## src/rtl/fifo_rd_packer.sv

```systemverilog
// Packs PACK consecutive FIFO read bytes (little-endian) into one output word,
// with flush support for partial words and a ready/valid handshake downstream.
module fifo_rd_packer #(
    parameter int DATAWIDTH = 8,
    parameter int PACK      = 4
) (
    input  logic                          rclk,
    input  logic                          rrst,
    input  logic [DATAWIDTH-1:0]          rdata,
    input  logic                          rempty,
    output logic                          rinc,
    input  logic                          flush,
    output logic [DATAWIDTH*PACK-1:0]     out_data,
    output logic [$clog2(PACK):0]         out_bytes,
    output logic                          out_valid,
    input  logic                          out_ready,
    output logic [15:0]                   word_cnt
);

    localparam int CW = $clog2(PACK);
    localparam int WW = DATAWIDTH * PACK;
    localparam logic [CW-1:0] CNT_LAST = CW'(PACK - 1);

    typedef enum logic {
        FILL = 1'b0,
        HOLD = 1'b1
    } state_e;

    state_e          state_q,     state_d;
    logic [CW-1:0]   cnt_q,       cnt_d;
    logic [WW-1:0]   asm_q,       asm_d;
    logic [WW-1:0]   out_data_q,  out_data_d;
    logic [CW:0]     out_bytes_q, out_bytes_d;
    logic            out_valid_q, out_valid_d;
    logic [15:0]     word_cnt_q,  word_cnt_d;

    logic            pop;
    logic            last_byte;
    logic [CW:0]     cnt_inc;
    logic [WW-1:0]   asm_merged;

    // Reset is folded in so the FIFO is never popped while rrst holds the state.
    assign rinc      = (state_q == FILL) & ~rempty & ~rrst;
    assign pop       = rinc;
    assign last_byte = (cnt_q == CNT_LAST);
    assign cnt_inc   = {1'b0, cnt_q} + (CW + 1)'(1);

    assign out_data  = out_data_q;
    assign out_bytes = out_bytes_q;
    assign out_valid = out_valid_q;
    assign word_cnt  = word_cnt_q;

    // Assembly register with the popped byte written into lane cnt.
    always_comb begin
        asm_merged = asm_q;
        for (int i = 0; i < PACK; i++) begin
            if (pop && (cnt_q == CW'(i))) begin
                asm_merged[i*DATAWIDTH +: DATAWIDTH] = rdata;
            end
        end
    end

    always_comb begin
        // NOTE: every output gets a default first so no path leaves it unassigned (no latch).
        state_d     = state_q;
        cnt_d       = cnt_q;
        asm_d       = asm_q;
        out_data_d  = out_data_q;
        out_bytes_d = out_bytes_q;
        out_valid_d = out_valid_q;
        word_cnt_d  = word_cnt_q;

        case (state_q)
            FILL: begin
                if (pop && (last_byte || flush)) begin
                    state_d     = HOLD;
                    cnt_d       = '0;
                    asm_d       = asm_merged;
                    out_data_d  = asm_merged;
                    out_bytes_d = cnt_inc;
                    out_valid_d = 1'b1;
                end else if (pop) begin
                    cnt_d = cnt_q + CW'(1);
                    asm_d = asm_merged;
                end else if (flush && (cnt_q != '0)) begin
                    // Lanes above cnt are still zero from the last clear.
                    state_d     = HOLD;
                    cnt_d       = '0;
                    out_data_d  = asm_q;
                    out_bytes_d = {1'b0, cnt_q};
                    out_valid_d = 1'b1;
                end
            end
            HOLD: begin
                if (out_ready) begin
                    state_d     = FILL;
                    out_valid_d = 1'b0;
                    asm_d       = '0;
                    word_cnt_d  = word_cnt_q + 16'd1;
                end
            end
            default: state_d = FILL;
        endcase
    end

    always_ff @(posedge rclk or posedge rrst) begin
        if (rrst) begin
            state_q     <= FILL;
            cnt_q       <= '0;
            asm_q       <= '0;
            out_data_q  <= '0;
            out_bytes_q <= '0;
            out_valid_q <= 1'b0;
            word_cnt_q  <= '0;
        end else begin
            // NOTE: non-blocking so every flop samples the pre-edge values of its peers.
            state_q     <= state_d;
            cnt_q       <= cnt_d;
            asm_q       <= asm_d;
            out_data_q  <= out_data_d;
            out_bytes_q <= out_bytes_d;
            out_valid_q <= out_valid_d;
            word_cnt_q  <= word_cnt_d;
        end
    end

    // A presented word must not change or vanish until it is taken.
    assert property (@(posedge rclk) disable iff (rrst)
        (out_valid_q && !out_ready) |=> (out_valid_q && $stable(out_data_q) && $stable(out_bytes_q)));

    assert property (@(posedge rclk) disable iff (rrst)
        (state_q == HOLD) |-> !rinc);

endmodule

```

## config.mk

```make
export PLATFORM = sky130hd
export DESIGN_NAME = fifo_rd_packer
export DESIGN_NICKNAME = d
export VERILOG_FILES = /design/src/rtl/fifo_rd_packer.sv
export SDC_FILE = /design/constraint.sdc
export NUM_CORES = 1
export LEC_CHECK = 0
export CAP_MARGIN = 20
export CORE_ASPECT_RATIO = 2
export CORE_UTILIZATION = 40
export CTS_CLUSTER_SIZE = 30
export DETAILED_ROUTE_END_ITERATION = 10
export HOLD_SLACK_MARGIN = 0.02
export PLACE_DENSITY = 0.59
export SKIP_LAST_GASP = 1
export SYNTH_ARGS = -nofsm -noshare
export SYNTH_HDL_FRONTEND = slang
export SYNTH_SLANG_ARGS = --single-unit
```

## constraint.sdc

```tcl
create_clock -name rclk -period 3.85 [get_ports rclk]
set_input_delay 0.77 -clock rclk [delete_from_list [all_inputs] [get_ports rclk]]
set_output_delay 0.77 -clock rclk [all_outputs]
set_load 0.05 [all_outputs]
```

======== Word level (Yosys, flattened, before mapping) ========
Index checks and enable logic that the tools add are counted.
Widths: inputs -> output; s select.
cells by class
  add/sub/neg operators ................... 3
  equal/unequal tests ..................... 8
  multiplexer cells ....................... 27
  bitwise gates (word level) .............. 5
  reduce and logical (&&, ||, !) cells .... 16
operator list
  operator               number
  $mux 32                6
  $pmux 32 s2            1
  $mux 8                 4
  $add 16x1->16 const B  1
  $mux 3                 3
  $mux 1                 8
  $logic_and 1x1->1      6
  $mux 2                 3
  $ne 3x2->1 const B     2
  $reduce_and 2->1       3
  $reduce_and 3->1       2
  $eq 2x2->1 const B     2
  $pmux 1 s2             2
  $reduce_bool 2->1      2
  $add 2x1->3 const B    1
  $ne 3x1->1 const B     1
  $not 1->1              3
  $reduce_bool 3->1      1
  $add 2x1->2 const B    1
  $and 1x1->1            2
  $eq 2x1->1 const B     1
  $logic_not 2->1        1
  $ne 2x1->1 const B     1
  $ne 2x2->1 const B     1
  $logic_or 1x1->1       1
storage, ports and cells
  bits in registers ....................... 87
  input port bits ......................... 13
  output and inout port bits .............. 53
  word-level logic and storage cells ...... 66

======== Longest topological paths before layout ========
Gate-level depths: netlist (run 1).
  depth after elaboration ................. 8
  depth in mapped cells ................... 8
  mapped depth without buffers ............ 6

======== Worst setup path before layout (run 1) ========
No wires, ideal clock.
  path type ............................... input port to flip-flop
  from .................................... in rempty
  to ...................................... reg out_data_q[12], in the netlist out_data[12]
  library setup time ...................... 82 ps
  arrival ................................. 2063 ps
  required time ........................... 3768 ps
  path slack .............................. 1705 ps
  stages on the path ...................... 6
  path buffers ............................ 2
  cell sequence ........................... nor3_4 > and2_1 > buf_4 > buf_4 > nand2_1 > a31oi_1
on the way
  word-level cells in the longest chain between the ends .. 6
  elaborated cells on any way between the ends .. 10
  classes of those cells .................. eq/ne (1); mux (2); bitwise (3); reduce/logical (4)
ends and longest elaborated chain
  what                                                   line    source
  start: declaration                                     10      input logic rempty,
  $not 1->1 *                                            43      assign rinc = (state_q == FILL) & ~rempty & ~rrst;
  $and 1x1->1 * (2 in series)                            43
  $logic_and 1x1->1 (on tied branches)                   75, 57
  $ne 2x1->1 (no line), or another cell as far along     --
  $reduce_and 3->1 (no line) or $mux 32 (tied branches)  --
  end signal: assignment                                 120     out_data_q <= out_data_d;
  end: declaration                                       32      logic [WW-1:0] out_data_q, out_data_d;
Mark *: on every way between the ends. The rest lies on a longest branch, timed or not.
A chain may end at the register's enable or synchronous reset.

======== Worst setup path after layout (run 1) ========
  from .................................... in rempty
  to ...................................... out rinc
on the way
  word-level cells in the longest chain between the ends .. 3
ends and longest elaborated chain
  what                       line  source
  $not 1->1                  43
  $and 1x1->1 (2 in series)  43
  end: declaration           11    output logic rinc,
Every way passes these cells.

==> results of run 1 <==
worst max-delay path, cell delays in order:
cell and delay (ns):
clkdlybuf4s50_1 0.45, nor3_4 0.38, clkdlybuf4s50_1 0.88
layout by cell type, fill, tap and decap left out, types with 2 or more instances in the layout:
cell / n
nand2_1: 92
dfrtp_1: 87
clkdlybuf4s50_1: 65
nor2_1: 31
a31oi_1: 29
a22o_1: 24
xnor2_1: 14
nand3_1: 12
o21ai_0: 10
clkbuf_16: 9
inv_1: 7
o22ai_1: 7
and2_1: 5
ha_1: 5
nor3_2: 3
nor2_2: 3
nand4_1: 3
a21oi_1: 2
xor2_1: 2
nor3_1: 2
clkinv_2: 2
mux2i_1: 2
clkbuf_8: 2
power by group through the flow:
stage	Combinational [uW]	Clock, uW	Sequential, uW
2_1_floorplan	603	0	2190
3_3_place_gp	1870	0	1510
6_report	1880	872	1500
4_1_cts	1900	891	1510
3_5_place_dp	1890	0	1520
5_1_grt	2010	930	1550
path summary, 6_finish.rpt:
check | from | endpoint | slack (ns) | cells after the start
worst min register to register | word_cnt[15]$_DFFE_PP0P_ | word_cnt[15]$_DFFE_PP0P_ | 0.47 | 1
min in group asynchronous | rrst | asm_q[17]$_DFFE_PP0P_ | 0.97 | 2
max in group asynchronous | rrst | asm_q[7]$_DFFE_PP0P_ | 2.18 | 3
worst max-delay path | rempty | rinc | 0.60 | 3
worst max register to register | cnt_q[0]$_DFFE_PP0P_ | out_data[7]$_DFFE_PP0P_ | 1.64 | 7
worst min-delay path | word_cnt[15]$_DFFE_PP0P_ | word_cnt[15]$_DFFE_PP0P_ | 0.47 | 1
final cells by class:
type	instances	area, um2
multi-input cells	254	1430
fillers	843	4330
flip-flops and latches	87	2180
inverters	8	31.3
clock inverters	3	42.5
repair buffers	67	678
clock buffers	12	256
well taps	102	128
metrics by stage:
stage / cell area, um2 / util, % / worst slack [ns]
floorplan: 3770 / - / 0.830
global placement: 4440 / 49.0 / 0.625
detailed placement: 4440 / 49.0 / 0.619
CTS: 4740 / 52.2 / 0.602
global route: 4740 / 52.2 / 0.518
finish: 4740 / 52.2 / 0.595
cells by family after synthesis:
family	share of synthesized area (%)
flops	57.7
buf+inv	4.58
mux	0.531
xor+xnor	3.72
fa+ha+maj	1.66
simple gates	18.1
compound gates	13.7
flip-flops by register name, summed over array words and instances, names as in the netlist:
name	cells
asm_q	32
out_data	32
word_cnt	16
out_bytes	3
cnt_q	2
out_valid	1
state_q	1
routing by layer:
metal | vias to the layer above | track usage, % | wire (um)
met2 | 94 | 33.3 | 4750
met5 | - | 0 | 0
li1 | 1381 | - | -
met3 | 15 | 4.49 | 421
met1 | 1471 | 23.9 | 3550
met4 | 0 | 8.00 | 173
==> qor.csv, run 1 <==
metric;value;unit
CTS tree;built;
Worst-path clk slew;0.06;ns
Slew @ Worst Pin;0.762;ns
MaxCap Viol Count;0;
Antenna Violating Nets Remaining;0;
number of I/O pins;66;
Site Rows;49;
Post-CTS Resized;0;
Synth area leader;dfrtp_1;
Synth area leaders;dfrtp_1 58%, nand2_1 9.2%, a22o_1 5.6%;
routability cong.;0.792;
DRT iter0 DRCs;222;
setup TNS;0;ns
GRT Overall Usage;19.6;%
Psw;1820;uW
startpoint type of the worst setup path;input pin;
unrepaired setup endpoints after global routing;no;
cts hold-fix bufs;0;
Die Ht;139;um
fin nets;445;
Max Fclk;307;MHz
CTS max path bufs;2;
Max FO, Critical Path;10;
clock latency on the worst-skew pair;0.34;ns
CP Capture Type;primary output;
# port buffers;65;
ys async rst share;100;%
Hold Crit Class;reg2reg;
Seq pwr share;35.3;%
Synth top cells by count;92 x nand2_1, 87 x dfrtp_1, 31 x nor2_1;
critical path required time;3.08;ns
Starting Density;41.5;%
routed vias/inst;5.56;
Yosys reg bits;87;
share of cells above drive strength 1;6.26;%
Slew HR;49.2;%
internal power;2440;uW
status;finished, violations left;
first-pass GRT wire length;14700;um
Core Footprint;9070;um2
Power Total;4260;uW
GRT overflow;0;
Non-Filler Instances;533;
Synth Instances;372;
main flop type after synthesis;dfrtp_1;
logic gate share of total power;44.2;%
via count;2961;
CP Class;in2out;
Sw Ratio;42.7;%
Period minus WS final;3.25;ns
WL/cell;16.7;um
failing checks;DRC;
DRC viols;12;
Clock power frac;20.5;%
CP arrival;2.48;ns
Pwr Density;899;nW/um2
Final setup viols;0;
Final Max Tran Viols;0;
syn avg cell area;10.1;um2
final WL;8900;um
Die Area;9840;um2
total number of yosys warnings;0;
Cell Area, Synth;3770;um2
Synth cell types;31;
Seq/Total Area, Yosys;57.7;%
DP HPWL;6200;um
pin count of the biggest net entering global routing;53;
final worst path period share;84.5;%
post-synth top area share;57.7;%
Area Overhead vs Synth;25.8;%
worst clock skew;0.00491;ns
leak pwr;0.00204;uW
final count of hold timing violations;0;
Root Buffer;clkbuf_16;
Ant. Diodes;0;
DIE WIDTH;70.6;um
postcts setup bufs;0;
clock sinks;87;
WHS;0.473;ns
EDFF count, synth;0;
syn_nets;390;
antenna violations before repair;0;
Num CTS Buffers;9;
H-tree depth;3;
most numerous cell in the Yosys netlist;nand2_1;
first-pass detailed-route iteration total;8;
placed cells;518;
worst vdd ir;0.374;mV
vias in the first global route;2852;
(Power assumes the default switching activity.)
==> run 2, diff against run 1 <==
Clock period 3.85 ns to 3.4 ns, I/O delays scaled along.
==> run 2 against run 1 <==
The run still ends with DRC left. Combinational power up 14%. Worst hold slack worse by 0.0013 ns. Cell count up 0.94%. Critical path depth unchanged. Clock skew up 0.00089 ns. Power up 17%. Flip-flop and latch count unchanged. Worst setup slack better by 0.29 ns. Global-route usage down 0.52 points. Sequential share of layout area down 0.70 points. First-iteration DRC count down 32%. Clock power up 31%. Critical path type unchanged.
==> qor.csv, run 2 (same netlist as run 1, synthesis figures left out) <==
metric;value;unit;change
fin nets;449;;was 445
Worst Hold End;word_cnt[15]$_DFFE_PP0P_;;unchanged
DRC viols;12;;unchanged
vias in the first global route;2833;;was 2852
WL/cell;16.4;um;was 16.7 um
DRT iter0 DRCs;150;;was 222
final worst path period share;73.9;%;
worst path bufs/invs;2;;unchanged
r2r setup slk;1.40;ns;was 1.64 ns
routability cong.;0.811;;was 0.792
hold path startpoint;word_cnt[15]$_DFFE_PP0P_;;unchanged
WHS Path Cells;1;;unchanged
setup TNS;0;ns;unchanged
H-tree depth;3;;unchanged
# port buffers;65;;unchanged
share of cells above drive strength 1;7.80;%;was 6.26%
Slew HR;63.7;%;was 49.2%
first-pass GRT wire length;14300;um;was 14700 um
Final setup viols;0;;unchanged
worst clock skew;0.00580;ns;was 0.00491 ns
CP top delay family;buffers and inverters;;unchanged
GRT overflow;0;;unchanged
Ant. Diodes;0;;unchanged
Die Area;9840;um2;unchanged
clock latency on the worst-skew pair;0.34;ns;about the same
Die Ht;139;um;unchanged
Site Rows;49;;unchanged
Final Max Tran Viols;0;;unchanged
status;finished, violations left;;unchanged
Max FO, Critical Path;10;;unchanged
CP Capture Type;primary output;;unchanged
final count of hold timing violations;0;;unchanged
Max Fclk;398;MHz;
Final Util;53.1;%;was 52.2%
R2R Path Start;cnt_q[0]$_DFFE_PP0P_;;unchanged
clock sinks;87;;unchanged
CP arrival;1.83;ns;was 2.48 ns
RR Endpoint;out_data[4]$_DFFE_PP0P_;;was out_data[7]$_DFFE_PP0P_
leak pwr;0.00209;uW;was 0.00204 uW
CTS max path bufs;2;;unchanged
MaxCap Viol Count;0;;unchanged
unrepaired setup endpoints after global routing;no;;unchanged
Post-CTS Resized;0;;unchanged
Root Buffer;clkbuf_16;;unchanged
routed vias/inst;5.44;;was 5.56
most common cell after layout, fill and taps aside;nand2_1;;unchanged
Starting Density;41.5;%;unchanged
Num CTS Buffers;9;;unchanged
max incr delay on CP;0.45;ns;was 0.88 ns
DIE WIDTH;70.6;um;unchanged
Crit. Startpoint;rempty;;unchanged
Slew @ Worst Pin;0.541;ns;was 0.762 ns
DP HPWL;6110;um;was 6200 um
slowest stage cell, crit path;clkdlybuf4s50_1;;unchanged
Core Footprint;9070;um2;unchanged
Pwr Density;1030;nW/um2;was 899 nW/um2
first-pass detailed-route iteration total;9;;was 8
postcts setup bufs;0;;unchanged
pin count of the biggest net entering global routing;66;;was 53
worst slack at placement;0.872;ns;was 0.619 ns
via count;2928;;was 2961
final WL;8800;um;was 8900 um
CP Class;in2out;;unchanged
CTS tree;built;;unchanged
final setup margin;0.889;ns;was 0.595 ns
Area Overhead vs Synth;27.7;%;was 25.8%
Hold Crit Class;reg2reg;;unchanged
GRT Overall Usage;19.1;%;was 19.6%
CP Cell Sequence;clkdlybuf4s50_1 -> nor3_4 -> buf_4;;was clkdlybuf4s50_1 -> nor3_4 -> clkdlybuf4s50_1
cts hold-fix bufs;0;;unchanged
Antenna Violating Nets Remaining;0;;unchanged
reg2reg path depth;7;;unchanged
Period minus WS final;2.51;ns;
failing checks;DRC;;unchanged
number of I/O pins;66;;unchanged
antenna violations before repair;0;;unchanged
most frequent cells in the layout;92 x nand2_1, 87 x dfrtp_1, 64 x clkdlybuf4s50_1;;was 92 x nand2_1, 87 x dfrtp_1, 65 x clkdlybuf4s50_1
critical path required time;2.72;ns;was 3.08 ns
worst vdd ir;0.408;mV;was 0.374 mV
startpoint type of the worst setup path;input pin;;unchanged
Worst-path clk slew;0.06;ns;about the same
run 2: cell count changes in the layout (fill, tap and decap cells not counted), sizes merged:
cell / delta
bufinv: +2
clkdlybuf4s50: -1
buf: +5
inv: +1
clkbuf: -3
clkinv: +1
run 2: worst register-to-register path, delay by kind of cell (launching register included):
family / cells / cell delay [ns]
DFF: 1 / 0.44
AOI/OAI and AO/OA: 2 / 0.45
adders and majority gates: 1 / 0.24
buffers and inverters: 2 / 0.45
and+or+nand+nor: 2 / 0.33
run 2: area by class of cell:
class | count | area, um2
timing repair buffer | 71 | 706
fill | 823 | 4260
sequential | 87 | 2180
clock buffer | 9 | 225
inverter | 8 | 31.3
tap | 102 | 128
multi-input combinational | 254 | 1430
clock inverter | 7 | 120
run 2: routing by layer:
layer  share of wire, %  up-vias  wire length, um  track usage (%)
met3                4.8       14              418             3.33
met1                 41     1439             3620             21.9
li1                   -     1386                -                -
met2                 52       89             4540             32.9
met4                2.5        0              220             11.4
met5                  0        -                0                0
run 2: how the worst max path moves through the flow:
stage,end,slack (ns),depth (start not counted)
6_report,rinc,0.89,3
5_1_grt,rinc,0.84,3
4_1_cts,rinc,0.88,3
3_5_place_dp,out_data[4]$_DFFE_PP0P_,0.87,6
3_3_place_gp,rinc,0.88,3
2_1_floorplan,asm_q[0]$_DFFE_PP0P_,0.47,1
run 2: report_power, final:
group          leakage, uW  switching (uW)  internal, uW
clock             0.000166             416           720
sequential         0.00112             275          1430
combinational     0.000801            1400           742
run 2: stage by stage:
stage          power [uW]  instance area (um2)  cells  hold slack (ns)
5_1_grt              5240                 4810    538            0.490
6_report             4980                 4810    538            0.472
3_3_place_gp         3840                 4470    522            0.461
4_1_cts              5020                 4810    538            0.477
2_1_floorplan        3170                 3770    372            0.466
3_5_place_dp         3870                 4470    522            0.468
==> run 3, diff against run 2 <==
Clock period 3.4 ns to 2.4 ns, I/O delays scaled along.
==> run 3 against run 2 <==
The flow still finishes with violations (DRC). Via count shrank 0.48%. Register-to-register slack lost 0.95 ns. First-iteration DRC count grew 31%. Cell count grew 1.3%. Sequential share of layout area shrank 0.76 points. Combinational power grew 43%. Final area grew 1.7%. Clock power grew 37%. Clock-buffer cell count grew 2. Flip-flop and latch count is the same. Core utilization grew 0.91 points. Worst hold slack lost 0.0016 ns. Critical path type is now reg2out. Largest power group unchanged.
==> qor.csv, run 3 (same netlist as run 1, synthesis figures left out) <==
metric;value;unit;change
CP arrival;1.61;ns;was 1.83 ns
Max FO, Critical Path;6;;was 10
DRT iter0 DRCs;196;;was 150
Final setup viols;0;;unchanged
postcts setup bufs;0;;unchanged
DRC viols;13;;was 12
first-pass detailed-route iteration total;8;;was 9
worst slack at placement;0.116;ns;was 0.872 ns
Post-CTS Resized;0;;unchanged
failing checks;DRC;;unchanged
number of I/O pins;66;;unchanged
status;finished, violations left;;unchanged
Die Area;9840;um2;unchanged
slowest stage cell, crit path;clkdlybuf4s50_1;;unchanged
worst vdd ir;0.913;mV;was 0.408 mV
clock latency on the worst-skew pair;0.34;ns;about the same
final count of hold timing violations;0;;unchanged
DP HPWL;6180;um;was 6110 um
startpoint type of the worst setup path;flip-flop;;was input pin
via count;2914;;was 2928
Max Fclk;479;MHz;
Ant. Diodes;0;;unchanged
GRT overflow;0;;unchanged
Die Ht;139;um;unchanged
Crit. Startpoint;word_cnt[4]$_DFFE_PP0P_;;was rempty
MaxCap Viol Count;0;;unchanged
fin area;4900;um2;was 4810 um2
clock sinks;87;;unchanged
leak pwr;0.00213;uW;was 0.00209 uW
Root Buffer;clkbuf_16;;unchanged
fin nets;457;;was 449
Area Overhead vs Synth;29.9;%;was 27.7%
GRT Overall Usage;19.2;%;was 19.1%
worst path bufs/invs;1;;was 2
cts hold-fix bufs;0;;unchanged
first-pass GRT wire length;14400;um;was 14300 um
placed inst area;4570;um2;was 4470 um2
Starting Density;41.5;%;unchanged
most common cell after layout, fill and taps aside;nand2_1;;unchanged
R2R Path Start;cnt_q[0]$_DFFE_PP0P_;;unchanged
Core Footprint;9070;um2;unchanged
H-tree depth;3;;unchanged
critical path required time;1.92;ns;was 2.72 ns
Pwr Density;1440;nW/um2;was 1030 nW/um2
Site Rows;49;;unchanged
unrepaired setup endpoints after global routing;no;;unchanged
CP Class;reg2out;;was in2out
Num CTS Buffers;9;;unchanged
final worst path period share;87.0;%;
Final Util;54.0;%;was 53.1%
Period minus WS final;2.09;ns;
Hold Crit Class;reg2reg;;unchanged
FF/Latch Area;2180;um2;unchanged
# port buffers;65;;unchanged
placed cells;530;;was 522
share of cells above drive strength 1;8.80;%;was 7.80%
Antenna Violating Nets Remaining;0;;unchanged
DIE WIDTH;70.6;um;unchanged
worst clock skew;0.00773;ns;was 0.00580 ns
final WL;8760;um;was 8800 um
CP Capture Type;primary output;;unchanged
Fillers;849;;was 823
routed vias/inst;5.35;;was 5.44
Final Max Tran Viols;0;;unchanged
antenna violations before repair;0;;unchanged
most frequent cells in the layout;92 x nand2_1, 87 x dfrtp_1, 64 x clkdlybuf4s50_1;;unchanged
max incr delay on CP;0.84;ns;was 0.45 ns
Slew @ Worst Pin;0.527;ns;was 0.541 ns
CP top delay family;buffers and inverters;;unchanged
final setup margin;0.311;ns;was 0.889 ns
Slew HR;64.9;%;was 63.7%
hold path startpoint;word_cnt[15]$_DFFE_PP0P_;;unchanged
setup TNS;0;ns;unchanged
CTS max path bufs;2;;unchanged
pin count of the biggest net entering global routing;53;;was 66
multi-input logic area;1430;um2;unchanged
CTS tree;built;;unchanged
routability cong.;0.836;;was 0.811
Non-Filler Instances;545;;was 538
vias in the first global route;2789;;was 2833
CP Cell Sequence;clkdlybuf4s50_1;;was clkdlybuf4s50_1 -> nor3_4 -> buf_4
Worst-path clk slew;0.06;ns;about the same
WL/cell;16.1;um;was 16.4 um
[run 3: cell count changes in the layout (fill, tap and decap cells not counted), sizes merged]
| cell | before | now |
|---|---|---|
| inv | 8 | 7 |
| clkinv | 3 | 1 |
| buf | 7 | 15 |
| clkbuf | 9 | 11 |
[run 3: per-layer routing]
metal  wire, um  track usage (%)  vias to the layer above
met5          0                0                        -
met4        132             7.79                        0
met3        341             3.48                        9
met2       4570             33.0                       70
met1       3710             23.5                     1429
li1           -                -                     1406
[run 3: power breakdown]
group / internal, uW / switching [uW] / leakage (uW)
registers: 2020 / 392 / 0.00112
logic: 1080 / 1970 / 0.000848
clock network: 1010 / 547 / 0.000160
total: 4120 / 2910 / 0.00213
[run 3: worst paths after layout]
kind / to / slack [ns] / depth (start not counted)
worst max register to register: out_data[27]$_DFFE_PP0P_ / 0.45 / 7
max in group asynchronous: word_cnt[2]$_DFFE_PP0P_ / 1.47 / 3
worst min-delay path: word_cnt[15]$_DFFE_PP0P_ / 0.47 / 1
worst max-delay path: word_cnt[4] / 0.31 / 1
worst min register to register: word_cnt[15]$_DFFE_PP0P_ / 0.47 / 1
min in group asynchronous: cnt_q[1]$_DFFE_PP0P_ / 0.66 / 3
[run 3: through the flow]
stage / hold WS [ns] / total power, uW
final: 0.471 / 7030
after global routing: 0.493 / 7400
after CTS: 0.474 / 7100
after detailed placement: 0.462 / 5520
after global placement: 0.462 / 5470
after floorplan: 0.466 / 4490
[run 3: area by class of cell]
| type | instances | share of cell area [%] |
|---|---|---|
| Clock buffer | 11 | 4.75 |
| Timing Repair Buffer | 79 | 16.4 |
| Sequential cell | 87 | 44.5 |
| Tap cell | 102 | 2.61 |
| Inverter | 8 | 0.690 |
| Clock inverter | 4 | 1.94 |
| Multi-Input combinational cell | 254 | 29.2 |
